[config.mk]
export PLATFORM = sky130hd
export DESIGN_NAME = spram_ctl
export DESIGN_NICKNAME = d
export VERILOG_FILES = /design/src/rtl/spram_ctl.sv
export SDC_FILE = /design/constraint.sdc
export NUM_CORES = 1
export LEC_CHECK = 0
export BUFFER_PORTS_ARGS = -buffer_cell sky130_fd_sc_hd__clkbuf_2
export CAP_MARGIN = 20
export CELL_PAD_IN_SITES_DETAIL_PLACEMENT = 0
export CELL_PAD_IN_SITES_GLOBAL_PLACEMENT = 2
export CORE_ASPECT_RATIO = 1.5
export CORE_MARGIN = 2
export CORE_UTILIZATION = 30
export DETAILED_ROUTE_END_ITERATION = 12
export GPL_ROUTABILITY_DRIVEN = 0
export PLACE_DENSITY_LB_ADDON = 0.1
export SLEW_MARGIN = 20
export SYNTH_ARGS = -nofsm -noshare
export SYNTH_HDL_FRONTEND = slang
export SYNTH_SLANG_ARGS = --single-unit
[constraint.sdc]
create_clock -name clk -period 2.6 [get_ports clk]
set_input_delay 0.52 -clock clk [delete_from_list [all_inputs] [get_ports clk]]
set_output_delay 0.52 -clock clk [all_outputs]
set_load 0.03 [all_outputs]
[src/rtl/spram_ctl.sv]
`default_nettype none
// ============================================================================
// Module  : spram_ctl
// Brief   : Byte/half/word valid-ready front end for one SP256K (16K x 16),
//           with idle-timed standby and a counted wake-up.
// Rev     : 1.0
// ============================================================================
module spram_ctl #(
  parameter int IDLE_SLEEP = 256,
  parameter int WAKE_CYC   = 2
) (
  input  logic        clk,
  input  logic        rst,
  input  logic        req_valid,
  output logic        req_ready,
  input  logic        req_we,
  input  logic [1:0]  req_sz,
  input  logic [14:0] req_addr,
  input  logic [31:0] req_wdata,
  output logic        rsp_valid,
  output logic [31:0] rsp_rdata,
  output logic        rsp_err,
  output logic [13:0] ram_ad,
  output logic [15:0] ram_di,
  output logic [3:0]  ram_maskwe,
  output logic        ram_we,
  output logic        ram_cs,
  output logic        ram_stdby,
  output logic        ram_sleep,
  output logic        ram_pwroff_n,
  input  logic [15:0] ram_do
);

  localparam int IDLE_W = (IDLE_SLEEP > 1) ? $clog2(IDLE_SLEEP) : 1;
  localparam int WAKE_W = (WAKE_CYC > 1) ? $clog2(WAKE_CYC) : 1;

  typedef enum logic [2:0] {
    S_IDLE = 3'd0,
    S_ACC0 = 3'd1,
    S_ACC1 = 3'd2,
    S_DONE = 3'd3,
    S_STBY = 3'd4,
    S_WAKE = 3'd5
  } state_t;

  state_t            state_q;
  logic              we_q;
  logic [1:0]        sz_q;
  logic              byte_hi_q;
  logic [15:0]       wdata_hi_q;
  logic [15:0]       rd_lo_q;
  logic              err_pend_q;
  logic [IDLE_W-1:0] idle_cnt_q;
  logic [WAKE_W-1:0] wake_cnt_q;

  logic              rsp_valid_q;
  logic              rsp_err_q;
  logic [31:0]       rsp_rdata_q;
  logic [13:0]       ram_ad_q;
  logic [15:0]       ram_di_q;
  logic [3:0]        ram_maskwe_q;
  logic              ram_we_q;
  logic              ram_cs_q;
  logic              ram_stdby_q;

  logic              w_illegal;
  logic              w_accept;
  logic              w_sleep_due;
  logic [15:0]       w_di0;
  logic [3:0]        w_mask0;
  logic [31:0]       w_rd_final;

  assign req_ready   = !rst && (state_q == S_IDLE);
  assign w_accept    = req_valid && req_ready;
  assign w_illegal   = (req_sz == 2'd3) ||
                       (req_sz == 2'd1 && req_addr[0]) ||
                       (req_sz == 2'd2 && req_addr[1:0] != 2'b00);
  assign w_sleep_due = (IDLE_SLEEP != 0) && (idle_cnt_q == IDLE_W'(IDLE_SLEEP - 1));

  // First-beat data and nibble lanes; a byte is replicated so either lane sees it
  always_comb begin
    w_di0   = req_wdata[15:0];
    w_mask0 = 4'b1111;
    if (!req_we) begin
      w_di0   = 16'h0000;
      w_mask0 = 4'b0000;
    end else if (req_sz == 2'd0) begin
      w_di0   = {2{req_wdata[7:0]}};
      w_mask0 = req_addr[0] ? 4'b1100 : 4'b0011;
    end
  end

  always_comb begin
    w_rd_final = {16'h0000, ram_do};
    case (sz_q)
      2'd0:    w_rd_final = {24'h000000, byte_hi_q ? ram_do[15:8] : ram_do[7:0]};
      2'd2:    w_rd_final = {ram_do, rd_lo_q};
      default: w_rd_final = {16'h0000, ram_do};
    endcase
    if (we_q) begin
      w_rd_final = 32'h0000_0000;
    end
  end

  always_ff @(posedge clk) begin
    if (rst) begin
      state_q      <= S_IDLE;
      we_q         <= 1'b0;
      sz_q         <= 2'd0;
      byte_hi_q    <= 1'b0;
      wdata_hi_q   <= 16'h0000;
      rd_lo_q      <= 16'h0000;
      err_pend_q   <= 1'b0;
      idle_cnt_q   <= '0;
      wake_cnt_q   <= '0;
      rsp_valid_q  <= 1'b0;
      rsp_err_q    <= 1'b0;
      rsp_rdata_q  <= 32'h0000_0000;
      ram_ad_q     <= 14'h0000;
      ram_di_q     <= 16'h0000;
      ram_maskwe_q <= 4'b0000;
      ram_we_q     <= 1'b0;
      ram_cs_q     <= 1'b0;
      ram_stdby_q  <= 1'b0;
    end else begin
      rsp_valid_q <= 1'b0;
      rsp_err_q   <= 1'b0;
      // Rejected requests answer one cycle late, while the FSM stays in IDLE
      if (err_pend_q) begin
        rsp_valid_q <= 1'b1;
        rsp_err_q   <= 1'b1;
        rsp_rdata_q <= 32'h0000_0000;
        err_pend_q  <= 1'b0;
      end
      case (state_q)
        S_IDLE: begin
          if (w_accept) begin
            idle_cnt_q <= '0;
            if (w_illegal) begin
              err_pend_q <= 1'b1;
            end else begin
              we_q         <= req_we;
              sz_q         <= req_sz;
              byte_hi_q    <= req_addr[0];
              wdata_hi_q   <= req_wdata[31:16];
              ram_cs_q     <= 1'b1;
              ram_we_q     <= req_we;
              ram_ad_q     <= req_addr[14:1];
              ram_di_q     <= w_di0;
              ram_maskwe_q <= w_mask0;
              state_q      <= S_ACC0;
            end
          end else if (w_sleep_due) begin
            idle_cnt_q  <= '0;
            ram_stdby_q <= 1'b1;
            state_q     <= S_STBY;
          end else begin
            idle_cnt_q <= idle_cnt_q + IDLE_W'(1);
          end
        end
        S_ACC0: begin
          if (sz_q == 2'd2) begin
            ram_ad_q     <= {ram_ad_q[13:1], 1'b1};
            ram_di_q     <= we_q ? wdata_hi_q : 16'h0000;
            ram_maskwe_q <= {4{we_q}};
            state_q      <= S_ACC1;
          end else begin
            ram_cs_q     <= 1'b0;
            ram_we_q     <= 1'b0;
            ram_maskwe_q <= 4'b0000;
            state_q      <= S_DONE;
          end
        end
        S_ACC1: begin
          if (!we_q) begin
            rd_lo_q <= ram_do;
          end
          ram_cs_q     <= 1'b0;
          ram_we_q     <= 1'b0;
          ram_maskwe_q <= 4'b0000;
          state_q      <= S_DONE;
        end
        S_DONE: begin
          rsp_valid_q <= 1'b1;
          rsp_rdata_q <= w_rd_final;
          state_q     <= S_IDLE;
        end
        S_STBY: begin
          if (req_valid) begin
            ram_stdby_q <= 1'b0;
            wake_cnt_q  <= '0;
            state_q     <= S_WAKE;
          end
        end
        S_WAKE: begin
          if (wake_cnt_q == WAKE_W'(WAKE_CYC - 1)) begin
            idle_cnt_q <= '0;
            state_q    <= S_IDLE;
          end else begin
            wake_cnt_q <= wake_cnt_q + WAKE_W'(1);
          end
        end
        default: state_q <= S_IDLE;
      endcase
    end
  end

  assign rsp_valid    = rsp_valid_q;
  assign rsp_err      = rsp_err_q;
  assign rsp_rdata    = rsp_rdata_q;
  assign ram_ad       = ram_ad_q;
  assign ram_di       = ram_di_q;
  assign ram_maskwe   = ram_maskwe_q;
  assign ram_we       = ram_we_q;
  assign ram_cs       = ram_cs_q;
  assign ram_stdby    = ram_stdby_q;
  assign ram_sleep    = 1'b0;
  assign ram_pwroff_n = 1'b1;

endmodule
`default_nettype wire
---- After elaboration in Yosys (flattened, before gate mapping) ----
Cells that the tools add are included.
word-level totals
  flip-flop bits (word level) ............. 120
  input bits .............................. 69
  output and inout port bits .............. 74
operators by class
  $add $sub $neg .......................... 2
  equality and inequality tests ........... 20
  mux-type cells .......................... 50
  bitwise logic cells ..................... 5
  reduce and logical (&&, ||, !) cells .... 28
operators with widths
  operator             count
  $mux 16              6
  $mux 32              3
  $pmux 32 s2          1
  $mux 8               4
  $pmux 16 s2          1
  $mux 14              2
  $pmux 14 s2          1
  $mux 4               6
  $reduce_and 4->1     5
  $ne 2x2->1 const B   8
  $pmux 8 s2           1
  $mux 3               5
  $pmux 3 s5           1
  $mux 1               14
  $pmux 4 s3           1
  $reduce_bool 2->1    6
  $add 8x1->8 const B  1
  $eq 8x8->1 const B   1
  $eq 2x2->1 const B   3
  $eq 3x2->1 const B   2
  $eq 3x3->1 const B   2
  $ne 3x3->1 const B   2
  $pmux 1 s3           2
  $reduce_and 2->1     3
  other kinds (13)     24

---- Longest topological paths before layout ----
Gate-level depths: netlist (run 1).
  depth after elaboration ................. 7
  gate-level depth with buffers ........... 8
  gate-level depth less buffers ........... 5

---- Worst setup path before layout (run 1) ----
Ideal clock, no wire load.
  kind .................................... in2reg
  start point ............................. in req_sz[0]
  end point ............................... reg ram_di_q[10] (netlist: ram_di[10])
  library setup time ...................... 150 ps
  arrival ................................. 1932 ps
  data required time ...................... 2450 ps
  path slack .............................. 518 ps
  cell stages on the path ................. 7
  buffers on the path ..................... 3
  path through ............................ buf_6 > or3_4 > a2111o_1 > buf_6 > o21ai_4 > buf_6 > a221oi_2
between the ends
  word-level cells in the longest chain between the ends .. 6
  elaborated cells between the ends (all ways) .. 15
ends and longest elaborated chain
  what                                                    line     source
  start, declared                                         17       input logic [1:0] req_sz,
  $logic_not 2->1 / $eq 2x1->1 (equally long branches)    87, 76
  $mux 16 / $logic_and 1x1->1 (equally long branches)     87, 76
  $mux 16 / $logic_or 1x1->1 (equally long branches)      84, 75
  $mux 16 / $logic_or 1x1->1 (equally long branches)      139, 76
  $mux 16 / $ne 2x2->1 (equally long branches)            -
  $pmux 16 s2 / $reduce_and 4->1 (equally long branches)  -
  end signal, assigned                                    149      ram_di_q <= w_di0;
  end signal, assigned                                    164      ram_di_q <= we_q ? wdata_hi_q : 16'h0000;
  end, declared                                           60       logic [15:0] ram_di_q;
Several ways; a longest one is shown, not always the timed one. The select of a mux whose other input is x is not followed.
A chain may end at the register's enable or synchronous reset.

---- Worst setup path after layout (run 1) ----
  start point ............................. reg state_q[2]
  end point ............................... out req_ready
between the ends
  word-level cells in the longest chain between the ends .. 2
ends and longest elaborated chain
  what                    line  source
  start, declared         46    state_t state_q;
  start signal, assigned  107   state_q <= S_IDLE;
  start signal, assigned  151   state_q <= S_ACC0;
  start signal, assigned  156   state_q <= S_STBY;
  $logic_not 3->1         73    assign req_ready = !rst && (state_q == S_IDLE);
  $logic_and 1x1->1       73
  end, declared           15    output logic req_ready,
No other way between the ends.

==> reports/metrics.csv, run 1 <==
stage,metric,value,unit
pwr,P per Cell Area,884,nW/um^2
pwr,maximum vdd ir drop,0.000375,V
route,TritonRoute pass-1 iters,5,
synth,Post-synth EDFFs,0,
sta,crit share post-route,93.6,%
synth,Yosys warning count,0,
grt,total congestion overflow,0,
route,post-DR wirelength/cell,16.9,um
hold_path,Hold Path Origin,req_addr[13],
run_status,outcome,"complete, no violations",
pwr,Sw Share,32.5,%
synth,Synth Cell Area,5110,sq um
clock_network,TritonCTS clock tree,yes,
clock_network,number of CTS-inserted buffers,17,
floorplan,Die Height,164,um
grt,Total GRT Usage,17.9,%
clock_network,Worst-path clk slew,0.05,ns
floorplan,Initial Util,30.5,%
finish,area delta synth->final,28.5,%
run,max-cap violations,0,
synth,Async SR Flop Fraction,0,%
sta,final hold vios,0,
synth,syn nets,656,
sta,setup violators final,0,
floorplan,Std-Cell Rows,58,
pwr,Tot Pwr,0.00581,W
sta,RSZ-0062 raised after global routing,no,
setup_path,CP Data Required Time,2.08,ns
pwr,Sequential Power Share,37.0,%
route,Post-route DRC,0,
sta,fin crit period,2.43,ns
setup_path,Crit Path Max Fanout,19,
sta,setup ws final,0.167,ns
setup_path,CP Launch Type,flip-flop,
synth,Main synth FF type,dfxtp_1,
synth,Yosys reg bits,118,
synth,Mean Syn Cell Area,8.73,sq um
sta,"Slew Viols, Final",0,
setup_path,endpoint class of the critical path,output port,
floorplan,# IOs,143,
setup_path,Setup CP Type,flip-flop to output port,
grt,largest net degree at the start of global routing,39,
route,overall via count from detail_route,4782,
floorplan,die area,18100,sq um
sta,Max Fclk,411,MHz
clock_network,Sink Count,118,
setup_path,worst setup path startpoint,state_q[2],
finish,Final nets,789,
clock_network,CTS root buf,clkbuf_16,
route,final WL,15900,um
sta,setup TNS,0,ns
clock_network,clock latency on the worst-skew pair,0.41,ns
floorplan,chip width,111,um
floorplan,Core ar.,16800,sq um
pwr,leak pwr,2.56,nW
sta,max_slew headroom,52.4,%
sta,Slew @ Worst Pin,0.712,ns
clock_network,Post-CTS Setup Bufs,0,
pwr,Clock power frac,38.8,%
finish,antenna fix cells,0,
sta,Clock Skew,0.00780,ns
pwr,combinational share of power,24.2,%
placed_design,PortBufs,140,
clock_network,"Hold-fix buffers, CTS",0,
route,Via density,5.09,
clock_network,cts repair resizes,0,
synth,Netlist cell types,59,
setup_path,reg-to-reg critical path startpoint,state_q[2],
pwr,net switching power,0.00189,W
finish,layout cells sized above 1,30.5,%
clock_network,CTS H-tree lvls,4,
setup_path,CP Data Arrival Time,1.91,ns
placed_design,pre-CTS setup slack,0.287,ns
grt,initial antenna violation count,0,
sta,Hold WS,0.325,ns
grt,first-pass GRT wire length,25700,um
clock_network,Max Root-Sink Buffers,2,
hold_path,worst hold path type,input pin to flip-flop,
grt,number of global-route vias before repair,4774,
synth,sequential fraction of the synthesis area,46.2,%
route,initial DRC count,242,
pwr,Int Power,0.00392,W
finish,Layout Utilization,39.2,%
finish,layout filler cell count,1751,
synth,Post-Synthesis Cells,586,
route,DRT antenna net count,0,
placed_design,Final HPWL DP,11500,um
==> registers in the layout (all words and copies together), names as in the netlist <==
| name | flops |
|---|---|
| rsp_rdata | 32 |
| ram_di | 16 |
| rd_lo_q | 16 |
| wdata_hi_q | 16 |
| ram_ad | 14 |
| idle_cnt_q | 8 |
| state_q | 3 |
| ram_maskwe | 2 |
| sz_q | 2 |
| byte_hi_q | 1 |
| err_pend_q | 1 |
| ram_cs | 1 |
| ram_stdby | 1 |
| ram_we | 1 |
| rsp_err | 1 |
| rsp_valid | 1 |
| wake_cnt_q | 1 |
| we_q | 1 |
==> power groups by stage <==
stage	clock network, W	logic [W]	registers, W
6_report	0.00225	0.00140	0.00215
5_1_grt	0.00239	0.00155	0.00218
4_1_cts	0.00231	0.00142	0.00216
3_5_place_dp	0	0.00142	0.00219
3_3_place_gp	0	0.00140	0.00218
2_1_floorplan	0	0.000949	0.00225
==> synthesized netlist by cell type, types with 9 or more instances <==
master | count | area, sq um
nand2_1 | 123 | 462
dfxtp_1 | 118 | 2360
a21oi_1 | 70 | 350
nor2_1 | 49 | 184
clkbuf_1 | 24 | 90.1
a221oi_2 | 16 | 240
a22o_1 | 16 | 140
o21ai_0 | 13 | 65.1
nor3_1 | 11 | 55.1
buf_2 | 10 | 50.1
nand2b_1 | 10 | 62.6
a22oi_1 | 9 | 67.6
a2bb2oi_1 | 9 | 78.8
==> routing by layer <==
layer | vias to the layer above | global-route usage (%) | wire [um]
li1 | 2354 | - | -
met1 | 2272 | 20.2 | 6590
met2 | 138 | 32.2 | 8320
met3 | 18 | 4.80 | 743
met4 | 0 | 6.48 | 272
met5 | - | 0 | 0
==> final timing paths <==
check | to | slack, ns | depth (start not counted)
setup / recovery | req_ready | 0.17 | 3
hold / removal | ram_ad[12] | 0.32 | 3
setup reg to reg | ram_di[12] | 0.52 | 4
hold reg to reg | ram_ad[13] | 0.45 | 2
==> critical path, stage by stage, from the launching register on <==
cell and delay (ns):
dfxtp_1 0.49, or3_1 0.58, nor2_1 0.20, clkbuf_2 0.23
==> stage by stage <==
step / instance area (sq um) / instances
2_1_floorplan: 5110 / 586
3_3_place_gp: 6000 / 910
3_5_place_dp: 6000 / 910
4_1_cts: 6570 / 940
5_1_grt: 6570 / 940
6_report: 6570 / 940
==> area by class of cell <==
class                   instances  area (sq um)  share of cell area, %
flip-flops and latches        118          2360                   36.0
repair buffers                163           876                   13.3
clock buffers                  21           460                   7.01
clock inverters                 9           104                   1.58
well taps                     210           263                   4.00
multi-input cells             415          2490                   37.9
inverters                       4          15.0                  0.229
==> kinds of logic after synthesis <==
logic type | share of synthesized area [%]
buffers and inverters | 5.60
adder cells (fa/ha/maj) | 0.245
AND/OR/NAND/NOR | 19.4
multiplexers | 1.57
XOR/XNOR | 0.685
other | 0.147
AO/OA/AOI/OAI | 26.1
flip-flops | 46.2
==> cell usage in the layout (no fill, tap or decap), types with 10 or more instances in the layout <==
cell       synthesis  final
clkbuf_2           0    139
nand2_1          123    123
dfxtp_1          118    118
a21oi_1           70     70
nor2_1            49     49
buf_4              4     24
clkbuf_16          0     17
a22o_1            16     16
a221oi_2          16     16
o21ai_0           13     13
nand2b_1          10     10
nor3_1            11     10
Note: power is estimated with default switching activity, not from simulation.
==> run 2: changes to the inputs <==
--- a/config.mk
+++ b/config.mk
@@ -12,9 +12,11 @@
 export CORE_ASPECT_RATIO = 1.5
 export CORE_MARGIN = 2
 export CORE_UTILIZATION = 30
+export CTS_BUF_LIST = sky130_fd_sc_hd__clkbuf_8 sky130_fd_sc_hd__clkbuf_16
 export DETAILED_ROUTE_END_ITERATION = 12
 export GPL_ROUTABILITY_DRIVEN = 0
 export PLACE_DENSITY_LB_ADDON = 0.1
+export REMOVE_ABC_BUFFERS = 1
 export SLEW_MARGIN = 20
 export SYNTH_ARGS = -nofsm -noshare
 export SYNTH_HDL_FRONTEND = slang
==> reports/metrics.csv, run 2 (synthesis results as in run 1) <==
stage,metric,value,unit
clock_network,CTS H-tree lvls,4,
finish,Final nets,789,
placed_design,Final HPWL DP,11200,um
sta,setup ws final,0.169,ns
grt,number of global-route vias before repair,4606,
sta,setup violators final,0,
sta,max_slew headroom,47.6,%
floorplan,Core ar.,16800,sq um
sta,final hold vios,0,
grt,Total GRT Usage,17.7,%
setup_path,Crit Path Max Fanout,15,
sta,RSZ-0062 raised after global routing,no,
setup_path,CP Data Required Time,2.08,ns
finish,post-layout instance area,6690,sq um
route,DRT antenna net count,0,
sta,crit share post-route,93.5,%
finish,Layout Utilization,39.9,%
route,Post-route DRC,0,
run_status,outcome,"complete, no violations",
route,TritonRoute pass-1 iters,4,
route,final WL,15900,um
sta,setup TNS,0,ns
clock_network,"Hold-fix buffers, CTS",0,
grt,total congestion overflow,0,
sta,Max Fclk,411,MHz
finish,most frequent cells in the layout,"clkbuf_2 (139), nand2_1 (123), dfxtp_1 (118)",
floorplan,Initial Util,30.5,%
pwr,P per Cell Area,935,nW/um^2
sta,fin crit period,2.43,ns
route,initial DRC count,184,
floorplan,# IOs,143,
hold_path,worst hold path type,input pin to flip-flop,
clock_network,Sink Count,118,
clock_network,TritonCTS clock tree,yes,
finish,"most common cell after layout, fill and taps aside",clkbuf_2,
floorplan,Die Height,164,um
floorplan,chip width,111,um
placed_design,placed instance area,6010,sq um
clock_network,number of CTS-inserted buffers,17,
clock_network,Worst-path clk slew,0.06,ns
clock_network,Post-CTS Setup Bufs,0,
placed_design,PortBufs,140,
sta,Slew @ Worst Pin,0.785,ns
setup_path,Setup CP Type,flip-flop to output port,
route,post-DR wirelength/cell,16.9,um
grt,largest net degree at the start of global routing,59,
sta,"Slew Viols, Final",0,
clock_network,CTS root buf,clkbuf_16,
finish,layout cells sized above 1,30.7,%
floorplan,die area,18100,sq um
route,Via density,5.04,
route,overall via count from detail_route,4745,
sta,Hold WS,0.318,ns
clock_network,Max Root-Sink Buffers,2,
finish,number of flip-flops in the largest register,32,
grt,initial antenna violation count,0,
finish,area delta synth->final,30.9,%
pwr,maximum vdd ir drop,0.000472,V
setup_path,CP Launch Type,flip-flop,
setup_path,endpoint class of the critical path,output port,
clock_network,cts repair resizes,0,
run,max-cap violations,0,
grt,first-pass GRT wire length,25200,um
floorplan,Std-Cell Rows,58,
pwr,leak pwr,2.62,nW
setup_path,CP Data Arrival Time,1.91,ns
clock_network,clock latency on the worst-skew pair,0.42,ns
placed_design,pre-CTS setup slack,0.234,ns
finish,antenna fix cells,0,
sta,Clock Skew,0.00906,ns
## run 2: cell count changes in the layout (fill, tap and decap cells not counted), moves of 2 or more
cell,change
clkbuf_8,+4
bufinv_16,+3
clkinv_2,-3
clkbuf_1,-2
inv_1,+2
## run 2: path summary, 6_finish.rpt
| check | slack, ns | cells after the start | end | from |
|---|---|---|---|---|
| max | 0.17 | 4 | req_ready | state_q[2] |
| min | 0.32 | 3 | wdata_hi_q[2] | req_wdata[18] |
| max reg2reg | 0.55 | 4 | ram_di[15] | state_q[1] |
| min reg2reg | 0.45 | 2 | rd_lo_q[0] | rd_lo_q[0] |
## run 2: area by class of cell
cell class	count	area, sq um
flip-flops and latches	118	2360
inverters	4	15.0
fillers	1755	10100
clock buffers	23	508
multi-input cells	415	2500
repair buffers	163	876
well taps	210	263
clock inverters	9	170
## run 2: per-stage QoR
stage          cells  power (W)
3_5_place_dp     910    0.00363
6_report         942    0.00626
2_1_floorplan    537    0.00306
4_1_cts          942    0.00634
5_1_grt          942    0.00657
3_3_place_gp     910    0.00362
## run 2: where the power goes
group / switching, W / total [W] / internal, W
Sequential: 0.000134 / 0.00212 / 0.00198
Clock: 0.000825 / 0.00267 / 0.00185
Combinational: 0.000958 / 0.00147 / 0.000514
## run 2: worst max-delay path: stages (launching register included)
cell,delay (ns)
dfxtp_1,0.34
buf_4,0.20
or3_1,0.51
nor2_1,0.21
clkbuf_2,0.24
## run 2: layer usage
metal	up-vias	track usage [%]	part of all wire (%)
met5	-	0	0
met4	0	5.45	1.2
met3	13	5.39	5.6
met2	145	30.7	50
met1	2230	21.0	43
li1	2357	-	-
==> run 3: changes to the inputs <==
--- a/config.mk
+++ b/config.mk
@@ -15,6 +15,7 @@
 export CTS_BUF_LIST = sky130_fd_sc_hd__clkbuf_8 sky130_fd_sc_hd__clkbuf_16
 export DETAILED_ROUTE_END_ITERATION = 12
 export GPL_ROUTABILITY_DRIVEN = 0
+export GPL_TIMING_DRIVEN = 0
 export PLACE_DENSITY_LB_ADDON = 0.1
 export REMOVE_ABC_BUFFERS = 1
 export SLEW_MARGIN = 20
==> reports/metrics.csv, run 3 (synthesis results as in run 1) <==
stage,metric,value,unit
placed_design,Final HPWL DP,10900,um
floorplan,Core ar.,16800,sq um
placed_design,pre-CTS setup slack,-0.0774,ns
grt,number of global-route vias before repair,4838,
finish,layout cells sized above 1,29.9,%
pwr,leak pwr,2.55,nW
finish,Final nets,777,
setup_path,Crit-path slowest cell,dfxtp_1,
finish,layout filler cell count,1743,
finish,FF/Latch Area,2360,sq um
setup_path,reg-to-reg critical path startpoint,state_q[0],
route,Via density,5.08,
sta,setup TNS,0,ns
setup_path,CP Data Required Time,2.88,ns
setup_path,Crit path depth,4,
pwr,maximum vdd ir drop,0.000345,V
placed_design,PortBufs,140,
finish,"most common cell after layout, fill and taps aside",clkbuf_2,
floorplan,# IOs,143,
route,post-DR wirelength/cell,17.0,um
clock_network,CTS root buf,clkbuf_16,
sta,Slew @ Worst Pin,0.906,ns
clock_network,Worst-path clk slew,0.06,ns
clock_network,Max Root-Sink Buffers,2,
sta,Max Fclk,420,MHz
finish,area delta synth->final,29.4,%
placed_design,placed instance area,5990,sq um
hold_path,worst hold path type,input pin to flip-flop,
sta,setup ws final,0.217,ns
setup_path,CP Launch Type,flip-flop,
grt,largest net degree at the start of global routing,87,
floorplan,chip width,111,um
grt,total congestion overflow,0,
setup_path,Setup CP Type,flip-flop to flip-flop,
setup_path,"Largest stage delay, worst path",0.74,ns
sta,final hold vios,0,
finish,post-layout instance area,6620,sq um
floorplan,Std-Cell Rows,58,
route,Post-route DRC,0,
finish,number of flip-flops in the largest register,32,
sta,max_slew headroom,39.6,%
grt,initial antenna violation count,0,
grt,first-pass GRT wire length,25300,um
setup_path,CP Data Arrival Time,2.66,ns
sta,crit share post-route,91.6,%
pwr,P per Cell Area,893,nW/um^2
floorplan,die area,18100,sq um
sta,Clock Skew,0.00707,ns
clock_network,number of CTS-inserted buffers,17,
sta,"Slew Viols, Final",0,
sta,fin crit period,2.38,ns
route,initial DRC count,210,
run,max-cap violations,0,
setup_path,reg2reg path depth,4,
floorplan,Initial Util,30.5,%
clock_network,clock latency on the worst-skew pair,0.42,ns
finish,antenna fix cells,0,
route,overall via count from detail_route,4727,
setup_path,R2R setup slack,0.22,ns
sta,setup violators final,0,
clock_network,CTS H-tree lvls,4,
finish,area of the multi-input gates,2520,sq um
setup_path,Crit Path Max Fanout,19,
route,final WL,15800,um
setup_path,critical-path cell list,or3b_2 -> nand2_1 -> a2bb2oi_1 -> a221oi_2,
setup_path,Worst path top cell family by delay,simple AND/OR/NAND/NOR gates,
route,DRT antenna net count,0,
clock_network,"Hold-fix buffers, CTS",0,
sta,RSZ-0062 raised after global routing,no,
clock_network,TritonCTS clock tree,yes,
setup_path,endpoint class of the critical path,flip-flop,
floorplan,Die Height,164,um
finish,most frequent cells in the layout,"clkbuf_2 (139), nand2_1 (123), dfxtp_1 (118)",
clock_network,Sink Count,118,
route,TritonRoute pass-1 iters,4,
setup_path,worst path bufs/invs,0,
setup_path,RR Endpoint,ram_di[9],
setup_path,worst setup path startpoint,state_q[0],
setup_path,Critical Path End,ram_di[9],
grt,Total GRT Usage,17.8,%
run_status,outcome,"complete, no violations",
run 3: cell types whose count changed in the layout (fill, tap and decap cells not counted), moves of 2 or more:
cell       previous run  this run
buf_12                0         2
buf_8                 0         2
buf_6                 0         4
bufinv_16             5         2
buf_4                24         2
clkinv_2              1         4
run 3: repair_timing:
item / CTS / global route
resized for setup: 1 / 2
pin swaps: 0 / 1
setup endpoints to repair: 16 / 17
buffers inserted: 0 / 2
run 3: worst min path at each step:
stage / startpoint / endpoint / slack, ns / depth (start not counted)
5_1_grt: req_wdata[24] / wdata_hi_q[8] / 0.32 / 3
2_1_floorplan: wdata_hi_q[0] / wdata_hi_q[0] / 0.43 / 2
4_1_cts: req_wdata[16] / wdata_hi_q[0] / 0.30 / 3
3_5_place_dp: rd_lo_q[14] / rd_lo_q[14] / 0.45 / 2
3_3_place_gp: rsp_rdata[0] / rsp_rdata[0] / 0.44 / 2
6_report: req_addr[12] / ram_ad[11] / 0.32 / 3
run 3: layout make-up:
class	instances	area share, %
Clock inverter	11	1.63
Timing Repair Buffer	151	13.1
Multi-Input combinational cell	415	38.1
Inverter	4	0.227
Clock buffer	21	7.26
Tap cell	210	3.97
Sequential cell	118	35.7
run 3: per-layer routing:
| metal | track usage [%] | vias up | wire length [um] |
|---|---|---|---|
| met2 | 31.0 | 134 | 7980 |
| met5 | 0 | - | 0 |
| met3 | 6.16 | 21 | 892 |
| met1 | 19.9 | 2244 | 6590 |
| li1 | - | 2328 | - |
| met4 | 7.16 | 0 | 335 |
run 3: worst register-to-register path: cells and delay by family, from the launching register on:
family	cells	cell delay [ns]
AND/OR/NAND/NOR	2	1.14
flip-flops	1	0.74
AO/OA/AOI/OAI	2	0.36
run 3: through the flow:
step                      cells  hold WS, ns  power (W)  util, %
after floorplan             537        0.430    0.00306        -
after global placement      887        0.441    0.00352     34.6
after detailed placement    896        0.446    0.00361     35.7
after CTS                   928        0.303    0.00597     39.3
after global routing        930        0.320    0.00622     39.5
final                       930        0.321    0.00591     39.5
run 3: power breakdown:
part / switching (W) / leakage, nW / internal (W)
clock: 0.000827 / 0.302 / 0.00149
sequential: 0.000197 / 0.956 / 0.00198
combinational: 0.000895 / 1.29 / 0.000514
total: 0.00192 / 2.55 / 0.00399
